**src/rtl/sm_accumulator.sv**
```systemverilog
// Sign-magnitude product accumulator: sums sign-magnitude terms in two's complement and emits
// a sign-magnitude result per dot product. Define SM_ACC_SATURATE_EN to clamp instead of wrap on overflow.
module sm_accumulator #(
    parameter int demention_prod = 8,
    parameter int demention_acc  = 12,
    parameter int demention_cnt  = 8
) (
    input  logic                     iClk,
    input  logic                     iRst_n,
    input  logic                     iValid,
    output logic                     oReady,
    input  logic [demention_prod-1:0] iProduct,
    input  logic                     iLast,
    output logic                     oValid,
    input  logic                     iReady,
    output logic [demention_acc-1:0] oSum,
    output logic [demention_cnt-1:0] oCount,
    output logic                     oOverflow,
    output logic                     oDbgState
);

    localparam int MW  = demention_prod - 1;
    localparam int PAD = demention_acc - MW;

    localparam logic [demention_acc-1:0] ACC_ONE  = {{(demention_acc-1){1'b0}}, 1'b1};
    localparam logic [demention_acc-1:0] ACC_MAX  = {1'b0, {(demention_acc-1){1'b1}}};
    localparam logic [demention_acc-1:0] ACC_MIN  = {1'b1, {(demention_acc-1){1'b0}}};
    localparam logic [demention_acc-1:0] ACC_NMAX = {1'b1, {(demention_acc-2){1'b0}}, 1'b1};
    localparam logic [demention_acc-2:0] MAG_MAX  = {(demention_acc-1){1'b1}};
    localparam logic [demention_cnt-1:0] CNT_ONE  = {{(demention_cnt-1){1'b0}}, 1'b1};

    // Handshake: a product is taken on a rising edge when iValid && oReady; a result is
    // released on a rising edge when oValid && iReady. Neither side may retract data while waiting.
    typedef enum logic {
        ACCUM = 1'b0,
        HOLD  = 1'b1
    } state_t;

    state_t state, next_state;
    logic   accept;
    logic   release_res;

    logic [demention_acc-1:0] acc;
    logic [demention_cnt-1:0] cnt;
    logic                     ovf_flag;

    logic [demention_acc-1:0] prod_ext;
    logic [demention_acc-1:0] prod_conv;
    logic [demention_acc:0]   sum_ext;
    logic                     add_ovf;
    logic [demention_acc-1:0] acc_sum;
    logic [demention_cnt-1:0] cnt_next;
    logic                     ovf_next;
    logic [demention_acc-1:0] neg_mag;
    logic [demention_acc-1:0] sm_result;

    always_ff @(posedge iClk or negedge iRst_n) begin
        if (!iRst_n) begin
            state <= ACCUM;
        end else begin
            state <= next_state;
        end
    end

    always_comb begin
        next_state  = state;
        oReady      = 1'b0;
        oValid      = 1'b0;
        accept      = 1'b0;
        release_res = 1'b0;
        case (state)
            ACCUM: begin
                oReady = 1'b1;
                accept = iValid;
                if (iValid && iLast) begin
                    next_state = HOLD;
                end
            end
            HOLD: begin
                oValid      = 1'b1;
                release_res = iReady;
                if (iReady) begin
                    next_state = ACCUM;
                end
            end
            default: next_state = ACCUM;
        endcase
    end

    assign oDbgState = state;

    // Negative zero negates to zero, so it contributes nothing.
    assign prod_ext  = {{PAD{1'b0}}, iProduct[MW-1:0]};
    assign prod_conv = iProduct[demention_prod-1] ? (~prod_ext + ACC_ONE) : prod_ext;

    // One extra bit holds the true sign; a disagreement with the wrapped MSB is an overflow.
    assign sum_ext = {acc[demention_acc-1], acc} + {prod_conv[demention_acc-1], prod_conv};
    assign add_ovf = sum_ext[demention_acc] ^ sum_ext[demention_acc-1];

    always_comb begin
        acc_sum = sum_ext[demention_acc-1:0];
`ifdef SM_ACC_SATURATE_EN
        if (add_ovf) begin
            acc_sum = sum_ext[demention_acc] ? ACC_NMAX : ACC_MAX;
        end
`endif
    end

    assign cnt_next = (&cnt) ? cnt : (cnt + CNT_ONE);
    assign ovf_next = ovf_flag | add_ovf;

    // The most negative value has no positive twin in demention_acc-1 bits, so it clamps.
    assign neg_mag = ~acc_sum + ACC_ONE;

    always_comb begin
        sm_result = {1'b0, acc_sum[demention_acc-2:0]};
        if (acc_sum[demention_acc-1]) begin
            if (acc_sum == ACC_MIN) begin
                sm_result = {1'b1, MAG_MAX};
            end else begin
                sm_result = {1'b1, neg_mag[demention_acc-2:0]};
            end
        end
    end

    always_ff @(posedge iClk or negedge iRst_n) begin
        if (!iRst_n) begin
            acc       <= '0;
            cnt       <= '0;
            ovf_flag  <= 1'b0;
            oSum      <= '0;
            oCount    <= '0;
            oOverflow <= 1'b0;
        end else if (release_res) begin
            acc      <= '0;
            cnt      <= '0;
            ovf_flag <= 1'b0;
        end else if (accept) begin
            acc      <= acc_sum;
            cnt      <= cnt_next;
            ovf_flag <= ovf_next;
            if (iLast) begin
                oSum      <= sm_result;
                oCount    <= cnt_next;
                oOverflow <= ovf_next;
            end
        end
    end

endmodule

```
**config.mk**
```make
export PLATFORM = sky130hd
export DESIGN_NAME = sm_accumulator
export DESIGN_NICKNAME = d
export VERILOG_FILES = /design/src/rtl/sm_accumulator.sv
export SDC_FILE = /design/constraint.sdc
export NUM_CORES = 1
export LEC_CHECK = 0
export BUFFER_PORTS_ARGS = -buffer_cell sky130_fd_sc_hd__clkbuf_2
export CAP_MARGIN = 30
export CORE_MARGIN = 5
export CORE_UTILIZATION = 53
export DETAILED_ROUTE_END_ITERATION = 6
export MAX_ROUTING_LAYER = met4
export PLACE_DENSITY_LB_ADDON = 0.15
export SYNTH_ARGS = -nofsm -noshare
export SYNTH_HDL_FRONTEND = slang
export SYNTH_SLANG_ARGS = --single-unit
export TNS_END_PERCENT = 20
```
**constraint.sdc**
```tcl
create_clock -name iClk -period 2.6 [get_ports iClk]
set_clock_uncertainty 0.05 [all_clocks]
set_input_delay 0.39 -clock iClk [delete_from_list [all_inputs] [get_ports iClk]]
set_output_delay 0.39 -clock iClk [all_outputs]
set_load 0.005 [all_outputs]
```
### After elaboration in Yosys (flattened, before gate mapping)

Index checks and enable logic that the tools add are counted.

| operators by class | value |
|---|---|
| add/sub/neg operators | 4 |
| $mul | 0 |
| div/mod/pow operators | 0 |
| order comparisons | 0 |
| eq/ne operators | 1 |
| shift operators | 0 |
| mux-type cells | 17 |
| bitwise logic cells | 6 |
| reductions and logical operators | 4 |

Operators by type and width:

| cell | count |
|---|---|
| 12-bit two-way mux | 4 |
| 8-bit two-way mux | 3 |
| 12-bit by 12-bit adder with 13-bit output | 1 |
| 12-bit by 1-bit adder with 12-bit output, second input constant | 1 |
| 12-bit equality test, second input constant | 1 |
| 7-bit inverter with 12-bit output | 1 |
| 11-bit by 1-bit adder with 11-bit output, second input constant | 1 |
| 11-bit two-way mux | 1 |
| 11-bit inverter | 1 |
| 8-bit by 1-bit adder with 8-bit output, second input constant | 1 |
| 1-bit two-way mux | 8 |
| 8-bit AND reduction | 1 |
| 3-bit AND reduction | 1 |
| 1-bit inverter | 2 |
| 1-bit case mux with 2 select lines | 1 |
| 2-bit nonzero test | 1 |
| 1-bit logical AND | 1 |
| 1-bit bitwise OR | 1 |
| 1-bit XOR | 1 |

| storage, ports and cells | value |
|---|---|
| register bits after elaboration | 43 |
| latch bits | 0 |
| bits in writable memories | 0 |
| ROM bits | 0 |
| bits of input ports | 13 |
| output and inout port bits | 24 |
| logic and storage cells | 39 |
| memories kept | 0 |

### Longest topological paths before layout

Gate-level depths: netlist of run 1.

| logic depth | value |
|---|---|
| depth in word-level cells | 8 |
| gate-level depth with buffers | 15 |
| mapped depth without buffers | 13 |

### Worst setup path after synthesis of run 1

OpenSTA, ideal clock, no wires.

| timing path | value |
|---|---|
| path type | input port to flip-flop |
| start point | in iProduct[3] |
| end point | reg oSum[0] |
| library setup time | 0.078 ns |
| arrival time | 3.292 ns |
| required time | 2.472 ns |
| path slack | -0.820 ns |
| stages on the path | 11 |
| path buffers | 1 |
| cells stage by stage | or4_1 -> o21a_1 -> xor2_1 -> ha_1 -> buf_6 -> or4b_1 -> nor4_1 -> o31ai_1 -> a2111oi_4 -> a31oi_4 -> a21oi_1 |

| between the ends | value |
|---|---|
| cells in the longest elaborated chain, start to end | 7 |

RTL lines:

| what | line | text |
|---|---|---|
| from (decl) | 12 | `input logic [demention_prod-1:0] iProduct,` |
| 7-bit inverter with 12-bit output | 94 | `assign prod_conv = iProduct[demention_prod-1] ? (~prod_ext + ACC_ONE) : prod_ext;` |
| 12-bit by 1-bit adder with 12-bit output | 94 |  |
| 12-bit two-way mux * | 94 |  |
| 12-bit by 12-bit adder with 13-bit output * | 97 | `assign sum_ext = {acc[demention_acc-1], acc} + {prod_conv[demention_acc-1], prod_conv};` |
| 12-bit equality test | 118 | `if (acc_sum == ACC_MIN) begin` |
| 11-bit two-way mux | 118 |  |
| 12-bit two-way mux * | 117 | `if (acc_sum[demention_acc-1]) begin` |
| to (signal assigned) | 143 | `oSum <= sm_result;` |
| to (decl) | 16 | `output logic [demention_acc-1:0] oSum,` |

Mark *: on every way between the ends. The rest lies on a longest branch, timed or not.
A chain may end at the register's enable or synchronous reset.

### Worst setup path in the final report of run 1

| timing path | value |
|---|---|
| start point | in iProduct[3] |
| end point | reg oSum[3] |

| between the ends | value |
|---|---|
| cells in the longest elaborated chain, start to end | 8 |
| elaborated cells on any way between the ends | 9 |
| those cells by class | add/sub: 3; eq/ne: 1; mux: 3; bitwise: 2 |

RTL lines:

| what | line | text |
|---|---|---|
| 7-bit inverter with 12-bit output | 94 |  |
| 12-bit by 1-bit adder with 12-bit output | 94 |  |
| 12-bit two-way mux * | 94 |  |
| 12-bit by 12-bit adder with 13-bit output * | 97 |  |
| 11-bit inverter | 113 | `assign neg_mag = ~acc_sum + ACC_ONE;` |
| 11-bit by 1-bit adder with 11-bit output | 113 |  |
| 11-bit two-way mux | 118 |  |
| 12-bit two-way mux * | 117 |  |

Marked as above.

==> impl_metrics.sql, run 1 <==
INSERT INTO impl_metrics (metric_group, metric, value, unit) VALUES
('timing', 'setup_ws', '-0.599', 'ns'),
('worst_setup_path', 'critical-path-top-delay-family', 'simple AND/OR/NAND/NOR gates', ''),
('clock_tree', 'clock_tree.buffer_depth', '2', ''),
('placement', 'port-buffer-count', '36', ''),
('synthesis', 'post_synth_num_cell_types', '55', ''),
('routing', 'wl', '8400', 'um'),
('routing', 'route.antenna.remaining_nets', '0', ''),
('synthesis', 'synthArstFlopShare', '1.00', ''),
('power', 'switching_share', '0.436', ''),
('cells_and_area', 'multi_input_comb_area', '0.00205', 'mm^2'),
('cells_and_area', 'stdcell_area', '0.00410', 'mm^2'),
('worst_setup_path', 'path_cells', 'buf_6 -> or4_4 -> o21a_4 -> xor2_2 -> ha_4 -> or4b_4 -> nor4_4 -> o31ai_4 -> a2111oi_4 -> buf_4 -> a31oi_4 -> a31oi_2', ''),
('global_routing', 'gr-total-overflow', '0', ''),
('routing', 'avgRoutedWirePerCell', '16.3', 'um'),
('cells_and_area', 'utilization', '0.754', ''),
('cells_and_area', 'final-seq-area', '0.00108', 'mm^2'),
('job', 'cap_viol_max_count', '0', ''),
('timing', 'timing.final.max_slew_violations', '0', ''),
('routing', 'drcViolationCount', '0', ''),
('timing', 'fin_crit_sh', '1.23', ''),
('floorplanning', 'core_region_area', '0.00544', 'mm^2'),
('cells_and_area', 'layout.cells.most_common_list', '74 x buf_4, 43 x dfrtp_1, 42 x nand2_1, 35 x clkbuf_2, 29 x nor2_1', ''),
('clock_tree', 'cts_made_buffers', '5', ''),
('synthesis', 'synth_top_family_by_area', 'compound AO/OA/AOI/OAI gates', ''),
('synthesis', 'synth_fp_nets', '364', ''),
('timing', 'whs', '0.0927', 'ns'),
('worst_setup_path', 'reg2reg_to', 'oSum[3]$_DFFE_PN0P_', ''),
('timing', 'setup_viol', '18', ''),
('power', 'pwr_density_cell', '1260', 'mW/mm^2'),
('synthesis', 'share_of_cell_area_taken_by_muxes_after_synthesis', '0.00682', ''),
('cells_and_area', 'most_common_cell_after_layout_fill_and_taps_aside', 'buf_4', ''),
('floorplanning', 'ioPinCount', '37', ''),
('worst_setup_path', 'critPathMaxStageDelay', '0.54', 'ns'),
('placement', 'detailed_place_hpwl', '5940', 'um'),
('status', 'outcome', 'finished with violations', ''),
('worst_setup_path', 'worst_ep_required_time', '2.77', 'ns'),
('floorplanning', 'floorplan.initialDensity', '0.540', ''),
('clock_tree', 'number_of_clock_sinks_seen_by_cts', '43', ''),
('worst_setup_path', 'reg2reg_depth', '13', ''),
('placement', 'dpl-instance-area', '0.00370', 'mm^2'),
('synthesis', 'synth.yosys.warnings', '0', ''),
('synthesis', 'post_synth_xor_area_fraction', '0.0716', ''),
('synthesis', 'yosys_register_bits', '43', ''),
('cells_and_area', 'stdcell_count', '514', ''),
('worst_setup_path', 'setup.worst_path.start_class', 'input pin', ''),
('cells_and_area', 'antennaDiodeCount', '0', ''),
('power', 'relative_contribution_of_combinational_cells_to_total_power', '0.708', ''),
('floorplanning', 'fp.dieH', '84.4', 'um'),
('routing', 'firstDrtPassIters', '4', ''),
('clock_tree', 'library_cell_used_as_clock_root_buffer', 'clkbuf_8', ''),
('worst_setup_path', 'cp_num_buf_inv', '2', ''),
('floorplanning', 'placement_rows', '27', ''),
('status', 'violated_checks', 'setup timing', ''),
('synthesis', 'synth_edf_count', '0', ''),
('clock_tree', 'clock_tree.htree_level_count', '2', ''),
('synthesis', 'syn_avg_cell_area', '8.77', 'um^2'),
('timing', 'fmaxAchievable', '313', 'MHz'),
('routing', 'routed-via-count', '2949', ''),
('timing', 'fin_crit_period', '3.20', 'ns'),
('worst_setup_path', 'cp-end-kind', 'flip-flop', ''),
('clock_tree', 'worstSkewPairLatency', '0.30', 'ns'),
('power', 'power.net_switching', '2.24', 'mW'),
('placement', 'pre_cts_ws', '-0.971', 'ns'),
('power', 'relative_contribution_of_sequential_cells_to_total_power', '0.210', ''),
('global_routing', 'largest_net_degree_at_the_start_of_global_routing', '44', ''),
('worst_setup_path', 'critPathArrivalTime', '3.37', 'ns'),
('clock_tree', 'holdBufCountCts', '0', ''),
('min_path', 'hold_class', 'input pin to async pin', ''),
('power', 'fin_total_pwr', '5.15', 'mW'),
('floorplanning', 'dieArea', '0.00713', 'mm^2'),
('timing', 'unrepaired_setup_endpoints_after_global_routing', 'true', '');
==> flip-flops by register name, indices dropped and copies added, names as in the netlist <==
signal     cells
oCount         8
acc           12
ovf_flag       1
oDbgState      1
oOverflow      1
oSum          12
cnt            8
==> power by group through the flow <==
stage	registers (mW)	logic, mW	clock network (mW)
3_3_place_gp	1.07	2.99	0
5_1_grt	1.11	3.95	0.458
4_1_cts	1.07	3.26	0.426
2_1_floorplan	1.04	1.81	0
3_5_place_dp	1.08	3.07	0
6_report	1.08	3.64	0.423
==> synthesized netlist by cell type (all sizes together), types with 3 or more instances <==
cell,count,area share
clkbuf,10,0.013
nand3b,3,0.0077
nand2b,5,0.011
a21oi,23,0.040
o21ai,33,0.056
xor2,9,0.027
nor3,5,0.0085
a211oi,5,0.013
nor2b,5,0.011
buf,4,0.013
dfrtp,43,0.37
nand2,42,0.054
a21o,6,0.015
inv,12,0.015
a22o,7,0.021
ha,15,0.064
nor2,29,0.037
nand3,8,0.014
a31oi,9,0.024
o31ai,7,0.018
xnor2,15,0.045
==> kinds of logic after synthesis <==
| kind of cell | count (synthesis) |
|---|---|
| DFF | 43 |
| AOI/OAI and AO/OA | 112 |
| buffers and inverters | 26 |
| muxes | 2 |
| adders and majority gates | 16 |
| xor gates and xnor gates | 24 |
| and+or+nand+nor | 112 |
==> routing by layer <==
layer | global-route usage | vias to the layer above | wire (um)
met5 | - | - | 0
met3 | 0.0402 | 11 | 441
met2 | 0.392 | 83 | 4110
met1 | 0.314 | 1420 | 3740
met4 | 0.0489 | 0 | 114
li1 | - | 1435 | -
==> final cells by class <==
type	instances	share of cell area
clock buffer	6	0.0177
clock inverter	2	0.00305
inverter	12	0.0110
multi-input combinational	268	0.500
sequential	43	0.263
tap	72	0.0220
timing repair buffer	111	0.184
==> worst register-to-register path: cells and delay by family, from the launching register on <==
kind            cells  cell delay, ns
compound gates      5            0.85
buf+inv             4            0.61
fa+ha+maj           2            0.54
flops               1            0.37
simple gates        2            0.32
==> repair_timing <==
item,CTS,global route
endpoints found under the setup margin,19,20
gates resized for setup,14,29
pin swaps,7,5
buffers inserted,3,1
gates cloned,1,1
==> how the worst max path moves through the flow <==
stage / to / start / slack [ns] / cells past startpoint
3_5_place_dp: oSum[3]$_DFFE_PN0P_ / iProduct[3] / -0.97 / 12
6_report: oSum[3]$_DFFE_PN0P_ / iProduct[3] / -0.60 / 12
2_1_floorplan: oSum[5]$_DFFE_PN0P_ / iProduct[3] / -0.70 / 13
4_1_cts: oSum[3]$_DFFE_PN0P_ / iProduct[3] / -0.64 / 12
3_3_place_gp: oSum[9]$_DFFE_PN0P_ / iProduct[3] / -0.86 / 11
5_1_grt: oSum[3]$_DFFE_PN0P_ / iProduct[3] / -0.70 / 12
Note: power is estimated with default switching activity, not from simulation.
==> inputs of run 2 (changes only) <==
- CORE_UTILIZATION: 53 -> 55
- clock period: 2.6 -> 4.1 ns (I/O delays scaled with it)
==> impl_metrics.sql, run 2 (synthesized netlist as in run 1, its figures left out) <==
INSERT INTO impl_metrics (metric_group, metric, value, unit) VALUES
('global_routing', 'grt_busiest_layer', 'met2', ''),
('clock_tree', 'library_cell_used_as_clock_root_buffer', 'clkbuf_8', ''),
('clock_tree', 'cts_resized', '0', ''),
('placement', 'port-buffer-count', '36', ''),
('routing', 'firstDrtPassIters', '4', ''),
('routing', 'drcViolationCount', '0', ''),
('worst_setup_path', 'setup.worst_path.start', 'iProduct[3]', ''),
('power', 'pwr_density_cell', '743', 'mW/mm^2'),
('timing', 'worst-slew-pin-transition', '0.906', 'ns'),
('clock_tree', 'tritoncts', 'done', ''),
('power', 'relative_contribution_of_combinational_cells_to_total_power', '0.588', ''),
('timing', 'setup_viol', '0', ''),
('clock_tree', 'clock_tree.htree_level_count', '2', ''),
('timing', 'setup_ws', '0.406', 'ns'),
('placement', 'gp_congestion', '0.875', ''),
('cells_and_area', 'largest_registers', 'acc x12, oSum x12', ''),
('global_routing', 'gr-total-overflow', '0', ''),
('routing', 'dr.first_iter.drc_count', '106', ''),
('timing', 'fmaxAchievable', '271', 'MHz'),
('power', 'p_leak', '1.47', 'nW'),
('worst_setup_path', 'worst_ep_required_time', '4.27', 'ns'),
('placement', 'detailed_place_hpwl', '5030', 'um'),
('floorplanning', 'floorplan.initialDensity', '0.571', ''),
('cells_and_area', 'layout.cells.most_common_list', '43 x dfrtp_1, 42 x nand2_1, 36 x clkbuf_2, 32 x o21ai_0, 29 x nor2_1', ''),
('worst_setup_path', 'reg2reg_start', 'acc[0]$_DFFE_PN0P_', ''),
('cells_and_area', 'number_of_inserted_filler_cells_in_the_final_layout', '441', ''),
('timing', 'unrepaired_setup_endpoints_after_global_routing', 'false', ''),
('cells_and_area', 'final_net_count', '398', ''),
('job', 'cap_viol_max_count', '0', ''),
('power', 'relative_contribution_of_sequential_cells_to_total_power', '0.276', ''),
('placement', 'pre_cts_ws', '0.116', 'ns'),
('floorplanning', 'ioPinCount', '37', ''),
('power', 'power.net_switching', '1.09', 'mW'),
('global_routing', 'via_count_of_the_first_global_routing_pass', '2331', ''),
('clock_tree', 'cts_made_buffers', '5', ''),
('clock_tree', 'cts_setup_buffers', '0', ''),
('min_path', 'hold_class', 'input pin to async pin', ''),
('timing', 'fin_crit_period', '3.69', 'ns'),
('timing', 'fin_crit_sh', '0.901', ''),
('routing', 'routed-via-count', '2568', ''),
('timing', 'number_of_endpoints_with_negative_hold_slack_in_the_final_report', '0', ''),
('power', 'internal_power_consumption', '1.36', 'mW'),
('cells_and_area', 'stdcell_area', '0.00329', 'mm^2'),
('global_routing', 'grt_first_pass_wirelength', '11100', 'um'),
('global_routing', 'grt_util_met1', '0.279', ''),
('worst_setup_path', 'critPathArrivalTime', '3.87', 'ns'),
('cells_and_area', 'drive_above_1_share', '0.151', ''),
('global_routing', 'groute.usage.overall', '0.197', ''),
('floorplanning', 'placement_rows', '26', ''),
('worst_setup_path', 'crit_fanout', '10', ''),
('floorplanning', 'fp.dieH', '83.1', 'um'),
('clock_tree', 'worstSkewPairLatency', '0.29', 'ns'),
('floorplanning', 'core_region_area', '0.00514', 'mm^2'),
('routing', 'post_drt_via_cell_ratio', '5.84', ''),
('global_routing', 'global_route.usage.met3', '0.0386', ''),
('floorplanning', 'fp.dieW', '83.1', 'um'),
('power', 'power.share.clock', '0.135', ''),
('status', 'outcome', 'finished clean', ''),
('routing', 'route.antenna.remaining_nets', '0', ''),
('timing', 'timing.slew.headroom', '0.387', ''),
('timing', 'timing.final.max_slew_violations', '0', ''),
('global_routing', 'initial_antenna_violation_count', '0', ''),
('worst_setup_path', 'cp-end-kind', 'flip-flop', ''),
('cells_and_area', 'antennaDiodeCount', '0', ''),
('power', 'switching_share', '0.444', ''),
('worst_setup_path', 'criticalPathCategory', 'input pin to flip-flop', ''),
('clock_tree', 'clock_tree.buffer_depth', '2', ''),
('routing', 'avgRoutedWirePerCell', '14.9', 'um'),
('worst_setup_path', 'setup.worst_path.start_class', 'input pin', ''),
('cells_and_area', 'most_common_cell_after_layout_fill_and_taps_aside', 'dfrtp_1', ''),
('floorplanning', 'dieArea', '0.00690', 'mm^2'),
('clock_tree', 'number_of_clock_sinks_seen_by_cts', '43', ''),
('cells_and_area', 'flow.area_growth_from_synthesis', '12.1', '%'),
('placement', 'dpl-instance-area', '0.00318', 'mm^2'),
('clock_tree', 'worst_setup_hold_path_clk_slew', '0.09', 'ns'),
('power', 'vdd.ir_drop.worst', '0.000472', 'V'),
('global_routing', 'global_route.usage.met2', '0.295', ''),
('timing', 'setup-tns-final', '0', 'ns'),
('routing', 'wl', '6570', 'um'),
('clock_tree', 'holdBufCountCts', '0', ''),
('global_routing', 'largest_net_degree_at_the_start_of_global_routing', '32', '');
[run 2: metal layers]
metal  vias up  wire (um)
met2        79       2920
met5         -          0
li1       1284          -
met3         8        347
met4         0         63
met1      1197       3240
[run 2: worst paths after layout]
| check | to | slack [ns] | cells past startpoint |
|---|---|---|---|
| hold reg to reg | oCount[0]$_DFFE_PN0P_ | 0.43 | 2 |
| max in group asynchronous | oSum[10]$_DFFE_PN0P_ | 3.33 | 2 |
| setup reg to reg | oSum[8]$_DFFE_PN0P_ | 0.89 | 10 |
| min in group iClk | oCount[0]$_DFFE_PN0P_ | 0.43 | 2 |
| hold / removal | acc[2]$_DFFE_PN0P_ | 0.17 | 1 |
| setup / recovery | oSum[0]$_DFFE_PN0P_ | 0.41 | 11 |
[run 2: area by class of cell]
cell class / count / area [um^2] / area share
Tap cell: 70 / 87.6 / 0.0266
Inverter: 12 / 45.0 / 0.0137
Timing Repair Buffer: 41 / 230 / 0.0699
Clock buffer: 5 / 68.8 / 0.0209
Sequential cell: 43 / 1080 / 0.327
Clock inverter: 3 / 43.8 / 0.0133
Multi-Input combinational cell: 266 / 1740 / 0.529
[run 2: worst max-delay path: stages]
cell	delay, ns
clkbuf_2	0.11
or4_1	0.59
o21a_1	0.24
xor2_1	0.15
ha_1	0.37
or4b_1	0.52
nor4_1	0.20
o31ai_1	0.19
a2111oi_4	0.47
a31oi_4	0.22
a21oi_1	0.20
[run 2: metrics by stage]
step | power [mW] | hold WS [ns] | instances | utilization
after CTS | 2.45 | 0.170 | 440 | 0.640
after detailed placement | 2.11 | 0.421 | 432 | 0.619
after floorplan | 1.78 | 0.269 | 335 | -
after global routing | 2.68 | 0.179 | 440 | 0.640
after global placement | 2.07 | 0.410 | 431 | 0.615
final | 2.45 | 0.170 | 440 | 0.640
[run 2: power groups by stage]
stage,combinational (mW),sequential [mW],clock [mW]
floorplan,1.12,0.659,0
global placement,1.39,0.678,0
detailed placement,1.43,0.680,0
CTS,1.44,0.674,0.336
global route,1.63,0.692,0.354
finish,1.44,0.676,0.331
